$ cat src/rtl/uart_msg_sequencer.sv
// uart_msg_sequencer: feeds a fixed ASCII message to a byte-serial UART
// transmitter, one byte per tx_start / tx_done_tick handshake. It supports a
// single-shot send, a free-running repeat mode with an idle gap between
// messages, and a per-byte watchdog that aborts a stalled message.
module uart_msg_sequencer #(
  parameter int unsigned MSG_LEN        = 14,
  parameter int unsigned GAP_CYCLES     = 1000,
  parameter int unsigned TIMEOUT_CYCLES = 200000
) (
  input  logic       clk,
  input  logic       reset,          // asynchronous, active low
  input  logic       start,
  input  logic       repeat_en,
  input  logic       tx_done_tick,
  output logic       tx_start,
  output logic [7:0] data_out,
  output logic       busy,
  output logic       msg_done,
  output logic       timeout_err
);

  localparam int unsigned IDX_W  = (MSG_LEN > 1)        ? $clog2(MSG_LEN)        : 1;
  localparam int unsigned GAP_W  = (GAP_CYCLES > 1)     ? $clog2(GAP_CYCLES)     : 1;
  localparam int unsigned WDOG_W = (TIMEOUT_CYCLES > 1) ? $clog2(TIMEOUT_CYCLES) : 1;

  localparam logic [IDX_W-1:0]  LAST_IDX  = IDX_W'(MSG_LEN - 1);
  localparam logic [GAP_W-1:0]  GAP_LAST  = GAP_W'(GAP_CYCLES - 1);
  localparam logic [WDOG_W-1:0] WDOG_LAST = WDOG_W'(TIMEOUT_CYCLES - 1);

  typedef enum logic [1:0] {
    ST_IDLE = 2'd0,
    ST_SEND = 2'd1,
    ST_WAIT = 2'd2,
    ST_GAP  = 2'd3
  } state_e;

  // Message ROM: "Hello World!\r\n"
  function automatic logic [7:0] rom_byte(input logic [7:0] idx);
    logic [7:0] b;
    case (idx)
      8'd0:    b = 8'h48;
      8'd1:    b = 8'h65;
      8'd2:    b = 8'h6C;
      8'd3:    b = 8'h6C;
      8'd4:    b = 8'h6F;
      8'd5:    b = 8'h20;
      8'd6:    b = 8'h57;
      8'd7:    b = 8'h6F;
      8'd8:    b = 8'h72;
      8'd9:    b = 8'h6C;
      8'd10:   b = 8'h64;
      8'd11:   b = 8'h21;
      8'd12:   b = 8'h0D;
      8'd13:   b = 8'h0A;
      default: b = 8'h00;
    endcase
    return b;
  endfunction

  state_e              state_q,       state_d;
  logic [IDX_W-1:0]    byte_idx_q,    byte_idx_d;
  logic [WDOG_W-1:0]   wdog_q,        wdog_d;
  logic [GAP_W-1:0]    gap_q,         gap_d;
  logic                tx_start_q,    tx_start_d;
  logic [7:0]          data_out_q,    data_out_d;
  logic                busy_q,        busy_d;
  logic                msg_done_q,    msg_done_d;
  logic                timeout_err_q, timeout_err_d;

  // Next-state and output decode; tx_start/data_out are loaded on the edge
  // that enters SEND so the byte is valid for the whole tx_start cycle.
  always_comb begin
    state_d       = state_q;
    byte_idx_d    = byte_idx_q;
    wdog_d        = wdog_q;
    gap_d         = gap_q;
    tx_start_d    = 1'b0;
    data_out_d    = data_out_q;
    msg_done_d    = 1'b0;
    timeout_err_d = timeout_err_q;

    case (state_q)
      ST_IDLE: begin
        if (start || repeat_en) begin
          if (start) begin
            timeout_err_d = 1'b0;
          end else begin
            timeout_err_d = timeout_err_q;
          end
          byte_idx_d = {IDX_W{1'b0}};
          state_d    = ST_SEND;
        end else begin
          state_d = ST_IDLE;
        end
      end
      ST_SEND: begin
        wdog_d  = {WDOG_W{1'b0}};
        state_d = ST_WAIT;
      end
      ST_WAIT: begin
        // An ack on the expiry cycle takes priority over the watchdog.
        if (tx_done_tick) begin
          wdog_d = {WDOG_W{1'b0}};
          if (byte_idx_q == LAST_IDX) begin
            msg_done_d = 1'b1;
            byte_idx_d = {IDX_W{1'b0}};
            gap_d      = {GAP_W{1'b0}};
            state_d    = repeat_en ? ST_GAP : ST_IDLE;
          end else begin
            byte_idx_d = byte_idx_q + IDX_W'(1);
            state_d    = ST_SEND;
          end
        end else if (wdog_q == WDOG_LAST) begin
          timeout_err_d = 1'b1;
          byte_idx_d    = {IDX_W{1'b0}};
          wdog_d        = {WDOG_W{1'b0}};
          state_d       = ST_IDLE;
        end else begin
          wdog_d = wdog_q + WDOG_W'(1);
        end
      end
      ST_GAP: begin
        if (!repeat_en) begin
          state_d = ST_IDLE;
        end else if (gap_q == GAP_LAST) begin
          gap_d      = {GAP_W{1'b0}};
          byte_idx_d = {IDX_W{1'b0}};
          state_d    = ST_SEND;
        end else begin
          gap_d = gap_q + GAP_W'(1);
        end
      end
      default: begin
        state_d = ST_IDLE;
      end
    endcase

    if (state_d == ST_SEND) begin
      tx_start_d = 1'b1;
      data_out_d = rom_byte(8'(byte_idx_d));
    end else begin
      tx_start_d = 1'b0;
      data_out_d = data_out_q;
    end

    busy_d = (state_d != ST_IDLE);
  end

  // State, counters and registered outputs.
  always_ff @(posedge clk or negedge reset) begin
    if (!reset) begin
      state_q       <= ST_IDLE;
      byte_idx_q    <= {IDX_W{1'b0}};
      wdog_q        <= {WDOG_W{1'b0}};
      gap_q         <= {GAP_W{1'b0}};
      tx_start_q    <= 1'b0;
      data_out_q    <= 8'h00;
      busy_q        <= 1'b0;
      msg_done_q    <= 1'b0;
      timeout_err_q <= 1'b0;
    end else begin
      state_q       <= state_d;
      byte_idx_q    <= byte_idx_d;
      wdog_q        <= wdog_d;
      gap_q         <= gap_d;
      tx_start_q    <= tx_start_d;
      data_out_q    <= data_out_d;
      busy_q        <= busy_d;
      msg_done_q    <= msg_done_d;
      timeout_err_q <= timeout_err_d;
    end
  end

  assign tx_start    = tx_start_q;
  assign data_out    = data_out_q;
  assign busy        = busy_q;
  assign msg_done    = msg_done_q;
  assign timeout_err = timeout_err_q;

endmodule
$ cat config.mk
export PLATFORM = sky130hd
export DESIGN_NAME = uart_msg_sequencer
export DESIGN_NICKNAME = d
export VERILOG_FILES = /design/src/rtl/uart_msg_sequencer.sv
export SDC_FILE = /design/constraint.sdc
export NUM_CORES = 1
export LEC_CHECK = 0
export CELL_PAD_IN_SITES_DETAIL_PLACEMENT = 0
export CELL_PAD_IN_SITES_GLOBAL_PLACEMENT = 1
export CORE_MARGIN = 4
export CORE_UTILIZATION = 48
export CTS_BUF_LIST = sky130_fd_sc_hd__clkbuf_8 sky130_fd_sc_hd__clkbuf_16
export DETAILED_ROUTE_END_ITERATION = 8
export PLACE_DENSITY = 0.9
export SYNTH_ARGS = -nofsm -noshare
export SYNTH_HDL_FRONTEND = slang
export SYNTH_SLANG_ARGS = --single-unit
export TNS_END_PERCENT = 100
$ cat constraint.sdc
create_clock -name clk -period 7.5 [get_ports clk]
set_input_delay 0.75 -clock clk [delete_from_list [all_inputs] [get_ports clk]]
set_output_delay 0.75 -clock clk [all_outputs]
set_load 0.005 [all_outputs]
### Word-level counts from Yosys, hierarchy flattened

Memory sizes are Yosys's and may differ from the RTL's. A register that Yosys moved wholly into a read port is not among the register bits.
Cells that the tools add are included.

* add/sub/neg operators: 3
* equality and inequality tests: 14
* muxes and demuxes: 32
* reduce and logical (&&, ||, !) cells: 9

Operators by type and width (number)
* $mux 10: 4
* $mux 18: 2
* $pmux 18 s2: 1
* $mux 4: 6
* $pmux 10 s2: 1
* $add 18x1->18 const B: 1
* $eq 18x18->1 const B: 1
* $ne 2x2->1 const B: 7
* $mux 2: 6
* $pmux 4 s3: 1
* $add 10x1->10 const B: 1
* $eq 10x10->1 const B: 1
* $mux 1: 9
* $pmux 2 s4: 1
* $reduce_bool 2->1: 4
* $reduce_and 5->1: 1
* $add 4x1->4 const B: 1
* $eq 2x1->1 const B: 2
* $eq 2x2->1 const B: 2
* $eq 4x4->1 const B: 1
* $reduce_and 4->1: 1
* $logic_not 2->1: 1
* $pmux 1 s2: 1
* $logic_not 1->1: 1
* $logic_or 1x1->1: 1

* register bits after elaboration: 46
* bits in read-only memories: 112
* input port bits: 5
* logic and storage cells: 68
* memories: 1

Memories
* (name not given): words 16, width 7, read ports 1, clocked after Yosys merged registers in 1, write ports 0, line 40 `case (idx)`

### Longest topological paths before layout

Gate-level depths: netlist (run 1).

* depth in word-level cells: 6
* mapped depth: 13

### Worst setup path after synthesis (run 1)

OpenSTA, ideal clock, no wires.

* path type: flip-flop to flip-flop
* start point: register wdog_q[7]
* end point: register data_out_q[0] (netlist: data_out[0])
* library setup time: 0.095 ns
* arrival: 3.067 ns
* data required time: 7.405 ns
* setup slack: 4.337 ns
* cell stages (with the launch flop): 14
* path buffers: 2
* clock period less this slack: 3.163 ns
* cell sequence: dfrtp_1 buf_2 nor4b_1 or3b_2 o21ai_2 buf_4 nand2_1 mux2i_1 inv_1 ha_1 nand2b_1 o32ai_4 nor3_1 o31ai_1

RTL lines
* from (decl): line 62 `logic [WDOG_W-1:0] wdog_q, wdog_d;`
* from (signal assigned): line 154 `wdog_q <= {WDOG_W{1'b0}};`
* from (signal assigned): line 164 `wdog_q <= wdog_d;`
* $eq 18x18->1: line 113 `end else if (wdog_q == WDOG_LAST) begin`
* $mux 4: line 113
* $mux 4: line 102 `if (tx_done_tick) begin`
* $pmux 4 s3: line 82 `case (state_q)`
* via byte_idx_d[0]: line 61 `logic [IDX_W-1:0] byte_idx_q, byte_idx_d;`
* to (decl): line 65 `logic [7:0] data_out_q, data_out_d;`

The timed path passes the listed nets, and every way through them passes these cells.
A chain may end at the register's enable or synchronous reset.

### Worst setup path after layout (run 1)

* start point: register wdog_q[7]
* end point: register data_out_q[2] (netlist: data_out[2])

The elaborated chain is that of the path after synthesis.

==> impl_metrics.json, run 1 <==
{
  "run_status": "completed",
  "grt_pass1_vias": 2205,
  "synth_mux_area_share_pct": 0.720,
  "post_synth_fa_ha_maj_area_fraction_pct": 6.30,
  "ys_ff_latch": 45,
  "cap_violations": 0,
  "hold_path_depth": 2,
  "grt_use_total_pct": 17.1,
  "post_cts_buffers": 0,
  "antenna_found_initial": 0,
  "clk_latency_ns": 0.30,
  "rsz0062_at_grt": "false",
  "max_slew.worst_pin.slew_ns": 1.03,
  "cts_resized": 0,
  "synthTopCellsByArea": "dfrtp_1, ha_1, o21ai_0",
  "cts_tree": "built",
  "grt_max_degree": 46,
  "arrival_ns": 4.00,
  "intPower_mw": 0.550,
  "synth_ff_type": "dfrtp_1",
  "cp.required_ns": 7.71,
  "cp.buffers_inverters": 1,
  "grt-ovfl-total": 0,
  "power_leakage_nw": 1.32,
  "hold_viol_final": 0,
  "utilization_pct": 55.1,
  "rows": 27,
  "drc": 0,
  "path_cells": "nor4b_1, or3b_2, o21ai_2, nand2_1, mux2i_1, inv_1, ha_1, nand2b_1, o32ai_4, nor3_1, o31ai_1",
  "cp-start-kind": "flop",
  "dr.pass1.iters": 4,
  "final_common_cell": "dfrtp_1",
  "dp_hpwl_mm": 4.20,
  "clock_sinks": 45,
  "synth_compound_area_share_pct": 23.2,
  "synth_xor_area_share_pct": 3.47,
  "power-per-cell-area_mw_per_mm2": 308,
  "drive_above_1_share_pct": 7.89,
  "initial_core_util_pct": 49.9,
  "gp_congestion": 0.835,
  "slew_violations": 0,
  "slew_headroom_pct": 31.1,
  "grt_pass1_wl_mm": 10.1,
  "syn_area_mm2": 0.00278,
  "drt_first_iter_violations": 89,
  "path_class": "flop to flop",
  "fillCellCount": 520,
  "yosysWarnings": 0,
  "layout_common_cells": "dfrtp_1, nor2_1, nand2_1",
  "setup_viol": 0,
  "cts_root_buffer": "clkbuf_8",
  "synth_edf_count": 0,
  "yosys.area_share.simple_pct": 21.7,
  "slowest_delay_ns": 0.53,
  "synthArstFlopShare_pct": 100,
  "ctsLongestPathBuffers": 2,
  "setup_tns_ns": 0,
  "synth_top_family_by_area": "compound AO/OA/AOI/OAI gates",
  "htree_levels": 2,
  "period_needed_ns": 3.79,
  "switching_power_mw": 0.395,
  "synthCells": 305,
  "switching_share_pct": 41.8,
  "peakVddDrop_mv": 0.185,
  "avgRoutedWirePerCell_um": 15.4,
  "cp.depth": 11,
  "synth_top_area_cell": "dfrtp_1",
  "coreArea_mm2": 0.00557,
  "synth.avg_cell_area_um2": 9.11,
  "fin_skew_ns": 0.00954,
  "yosysSeqAreaShare_pct": 40.5,
  "routed_via_density": 5.96,
  "syn-num-nets": 324,
  "area_growth_pct": 10.5,
  "antennaDiodeCount": 0,
  "worstRegToRegCells": 11,
  "power_frac_clock_pct": 19.3,
  "die_x_um": 84.1,
  "p_seq_share_pct": 33.6,
  "finalHoldWorstSlack_ns": 0.516,
  "vias": 2317,
  "fmax_mhz": 264,
  "io_buffers": 15,
  "ant_nets": 0,
  "synth_cell_types": 60,
  "cts_inserted_buffers": 5,
  "critPathCaptureType": "flop",
  "worstHoldPathType": "flop to flop",
  "cpLargestDelayFamily": "simple AND/OR/NAND/NOR gates",
  "io_pins": 17,
  "path_max_fanout": 12,
  "hold_buffers": 0,
  "finalCritPeriodShare_pct": 50.5,
  "nNetsFinal": 336,
  "totalWireLength_mm": 5.97,
  "slowest_stage": "or3b_2",
  "dieArea_mm2": 0.00707,
  "path_clk_slew_ns": 0.09,
  "dieHeight_um": 84.1,
  "yosys.area.top_type_share_pct": 40.5,
  "power.combinational.fraction_pct": 47.1
}
registers in the layout (all words and copies together), names as in the netlist:
| signal | cells |
|---|---|
| data_out | 7 |
| msg_done | 1 |
| timeout_err | 1 |
| wdog_q | 18 |
| busy | 1 |
| state_q | 2 |
| byte_idx_q | 4 |
| gap_q | 10 |
| tx_start | 1 |
worst register-to-register path, cell delays in order (launching register included):
cell and delay, ns:
dfrtp_1 0.48, nor4b_1 0.38, or3b_2 0.53, o21ai_2 0.53, nand2_1 0.19, mux2i_1 0.39
inv_1 0.17, ha_1 0.28, nand2b_1 0.19, o32ai_4 0.25, nor3_1 0.10, o31ai_1 0.22
area by class of cell:
| type | instances | area [um^2] | area share [%] |
|---|---|---|---|
| Clock inverter | 2 | 35.0 | 1.14 |
| Timing Repair Buffer | 15 | 145 | 4.73 |
| Multi-Input combinational cell | 234 | 1540 | 50.2 |
| Inverter | 16 | 62.6 | 2.04 |
| Clock buffer | 5 | 68.8 | 2.24 |
| Sequential cell | 45 | 1130 | 36.7 |
| Tap cell | 72 | 90.1 | 2.93 |
synthesized netlist by cell type (3+ instances only):
master / n
nor2_1: 27
o21ai_0: 25
clkbuf_1: 6
nand4_1: 11
a211oi_2: 3
and3_1: 5
a21o_1: 4
a31oi_1: 4
ha_1: 14
a21oi_1: 14
nor2b_1: 3
xor2_1: 9
a211oi_1: 3
inv_1: 14
nand3_1: 12
nand2b_1: 6
nand2_1: 26
dfrtp_1: 45
o31ai_1: 13
nor3_1: 8
per-stage QoR:
step                      power (mW)  setup WS, ns  instance area, um^2  cells
after floorplan                0.636          4.34                 2780    305
after global placement         0.761          3.70                 2970    382
after detailed placement       0.761          3.55                 2970    382
after CTS                      0.947          3.76                 3070    389
after global routing            1.02          3.45                 3070    389
final                          0.945          3.71                 3070    389
kinds of logic after synthesis:
family / after synthesis
other cells: 1
fa+ha+maj: 14
compound gates: 90
flops: 45
buf+inv: 26
xor+xnor: 11
simple gates: 116
mux: 2
path summary, 6_finish.rpt:
| path | start | end | slack, ns |
|---|---|---|---|
| setup / recovery | wdog_q[7] | data_out[2] | 3.71 |
| hold / removal | data_out[2] | data_out[2] | 0.52 |
| setup reg to reg | wdog_q[7] | data_out[2] | 3.71 |
| hold reg to reg | data_out[2] | data_out[2] | 0.52 |
| max in group asynchronous | reset | byte_idx_q[1] | 6.23 |
| min in group asynchronous | reset | gap_q[0] | 0.63 |
power groups by stage:
stage               Sequential [mW]  Clock (mW)  Combinational, mW
floorplan                     0.311           0              0.324
global placement              0.321           0              0.440
detailed placement            0.321           0              0.440
CTS                           0.317       0.186              0.444
global route                  0.323       0.198              0.497
finish                        0.317       0.182              0.445
metal layers:
layer	track usage, %	share of wire [%]	vias to the layer above
met5	0	0	-
met4	4.82	1.3	0
met3	2.86	2.8	9
met2	26.8	46	38
met1	24.3	50	1125
li1	-	-	1145
Note: power is estimated with default switching activity, not from simulation.
==> inputs of run 2 (changes only) <==
--- a/config.mk
+++ b/config.mk
@@ -8,10 +8,10 @@
 export CELL_PAD_IN_SITES_DETAIL_PLACEMENT = 0
 export CELL_PAD_IN_SITES_GLOBAL_PLACEMENT = 1
 export CORE_MARGIN = 4
-export CORE_UTILIZATION = 48
+export CORE_UTILIZATION = 41
 export CTS_BUF_LIST = sky130_fd_sc_hd__clkbuf_8 sky130_fd_sc_hd__clkbuf_16
 export DETAILED_ROUTE_END_ITERATION = 8
-export PLACE_DENSITY = 0.9
+export PLACE_DENSITY = 0.82
 export SYNTH_ARGS = -nofsm -noshare
 export SYNTH_HDL_FRONTEND = slang
 export SYNTH_SLANG_ARGS = --single-unit
==> constraint.sdc (replaced) <==
create_clock -name clk -period 3.05 [get_ports clk]
set_input_delay 0.305 -clock clk [delete_from_list [all_inputs] [get_ports clk]]
set_output_delay 0.305 -clock clk [all_outputs]
set_load 0.005 [all_outputs]
==> run 2 against run 1 <==
Compared with the run above: power grew to 2.5 times the previous value; count of clock-buffer cells in the layout is 2 higher; via count hardly changed; first-iteration DRC count is 1.1% lower; register-to-register slack worse by 3.6 ns; combinational power grew to 2.8 times the previous value; cell area is 5.8% higher; critical path depth is 1 higher; core utilization is 4.8 points lower; largest cell class unchanged.
==> impl_metrics.json, run 2 (same netlist as run 1, synthesis figures left out) <==
{
  "rows": 29,
  "p_seq_share_pct": 32.1,
  "max_slew.worst_pin.slew_ns": 1.02,
  "peakVddDrop_mv": 0.406,
  "setup_tns_ns": 0,
  "period_needed_ns": 2.92,
  "final_common_cell": "dfrtp_1",
  "run_status": "completed",
  "cp-start-kind": "flop",
  "cts_inserted_buffers": 5,
  "nNetsFinal": 354,
  "pre_cts_slack_ns": -0.00436,
  "utilization_pct": 50.3,
  "io_pins": 17,
  "cts_root_buffer": "clkbuf_8",
  "grt_pass1_wl_mm": 10.6,
  "die_x_um": 90.3,
  "setup_viol": 0,
  "fillCellCount": 638,
  "initial_core_util_pct": 43.0,
  "cp.required_ns": 3.25,
  "path_class": "flop to flop",
  "dr.pass1.iters": 4,
  "power.combinational.fraction_pct": 51.0,
  "switching_share_pct": 41.6,
  "clk_latency_ns": 0.29,
  "io_buffers": 15,
  "power_mw": 2.40,
  "fin_skew_ns": 0.00545,
  "layout.cells.non_filler": 413,
  "fmax_mhz": 343,
  "layout_common_cells": "dfrtp_1, nor2_1, nand2_1, o21ai_0, buf_4",
  "intPower_mw": 1.40,
  "ant_nets": 0,
  "switching_power_mw": 1.00,
  "dp_cells": 402,
  "vias": 2319,
  "grt_max_degree": 46,
  "grt_use_total_pct": 15.5,
  "dieArea_mm2": 0.00816,
  "dieHeight_um": 90.3,
  "rsz0062_at_grt": "false",
  "ff_latch_area_mm2": 0.00113,
  "grt-ovfl-total": 0,
  "drt_first_iter_violations": 88,
  "cap_violations": 0,
  "antennaDiodeCount": 0,
  "area_growth_pct": 16.9,
  "path_clk_slew_ns": 0.08,
  "grt_pass1_vias": 2224,
  "dp_hpwl_mm": 4.49,
  "power-per-cell-area_mw_per_mm2": 740,
  "ctsLongestPathBuffers": 2,
  "regMostFlops": "wdog_q",
  "antenna_found_initial": 0,
  "power_frac_clock_pct": 16.9,
  "htree_levels": 2,
  "drc": 0,
  "path_max_fanout": 3,
  "hold_viol_final": 0,
  "worstHoldPathType": "input pin to asynchronous set/reset pin",
  "totalWireLength_mm": 6.18,
  "gp_congestion": 0.824,
  "setup_ws_ns": 0.132,
  "critPathCaptureType": "flop",
  "cts_tree": "built",
  "power_leakage_nw": 1.41,
  "finalCritPeriodShare_pct": 95.7,
  "largest_reg_flops": 18,
  "slew_violations": 0,
  "slew_headroom_pct": 31.7,
  "arrival_ns": 3.12,
  "coreArea_mm2": 0.00646,
  "drive_above_1_share_pct": 15.5,
  "avgRoutedWirePerCell_um": 15.0,
  "clock_sinks": 45,
  "multi_input_area_mm2": 0.00158,
  "routed_via_density": 5.62
}
run 2: layout make-up:
class / instances / share of cell area, %
Multi-Input combinational cell: 234 / 48.7
Sequential cell: 45 / 34.7
Clock buffer: 7 / 2.96
Timing Repair Buffer: 33 / 8.63
Tap cell: 77 / 2.96
Inverter: 16 / 1.93
Clock inverter: 1 / 0.154
run 2: worst paths after layout:
path / startpoint / cells past startpoint / slack (ns) / endpoint
max in group asynchronous: reset / 1 / 2.24 / data_out[3]
hold reg to reg: gap_q[9] / 1 / 0.50 / gap_q[9]
setup reg to reg: gap_q[4] / 12 / 0.13 / data_out[3]
min in group clk: gap_q[9] / 1 / 0.50 / gap_q[9]
setup / recovery: gap_q[4] / 12 / 0.13 / data_out[3]
hold / removal: reset / 1 / 0.19 / wdog_q[11]
run 2: worst max-delay path, stage by stage, from the launching register on:
cell and delay [ns]:
dfrtp_1 0.40, or3b_4 0.42, or4_4 0.51, a21oi_4 0.15, nand2_2 0.09, mux2i_2 0.19, buf_4 0.15, buf_4 0.11
ha_1 0.15, nand3_1 0.07, o31ai_1 0.24, a211oi_1 0.09, o31ai_1 0.25
run 2: repair_timing:
item	in CTS	in global routing
setup endpoints to repair	0	4
resized for setup	0	7
hold buffers	0	0
setup buffers	0	3
run 2: per-layer routing:
layer / GRT usage (%) / vias to the layer above / share of wire, %
li1: - / 1181 / -
met1: 21.3 / 1116 / 50
met2: 25.3 / 20 / 47
met3: 2.92 / 2 / 2.1
met4: 4.21 / 0 / 0.71
met5: 0 / - / 0
run 2: metrics by stage:
step	area (um^2)	hold WS (ns)
after floorplan	2790	0.00941
after global placement	3100	0.483
after detailed placement	3100	0.477
after CTS	3200	0.226
after global routing	3250	0.278
final	3250	0.186
run 2: power by group through the flow:
| stage | clock network [mW] | registers, mW | logic, mW |
|---|---|---|---|
| 2_1_floorplan | 0 | 0.766 | 0.806 |
| 3_3_place_gp | 0 | 0.781 | 1.17 |
| 3_5_place_dp | 0 | 0.785 | 1.18 |
| 4_1_cts | 0.421 | 0.774 | 1.19 |
| 5_1_grt | 0.452 | 0.787 | 1.36 |
| 6_report | 0.406 | 0.773 | 1.23 |
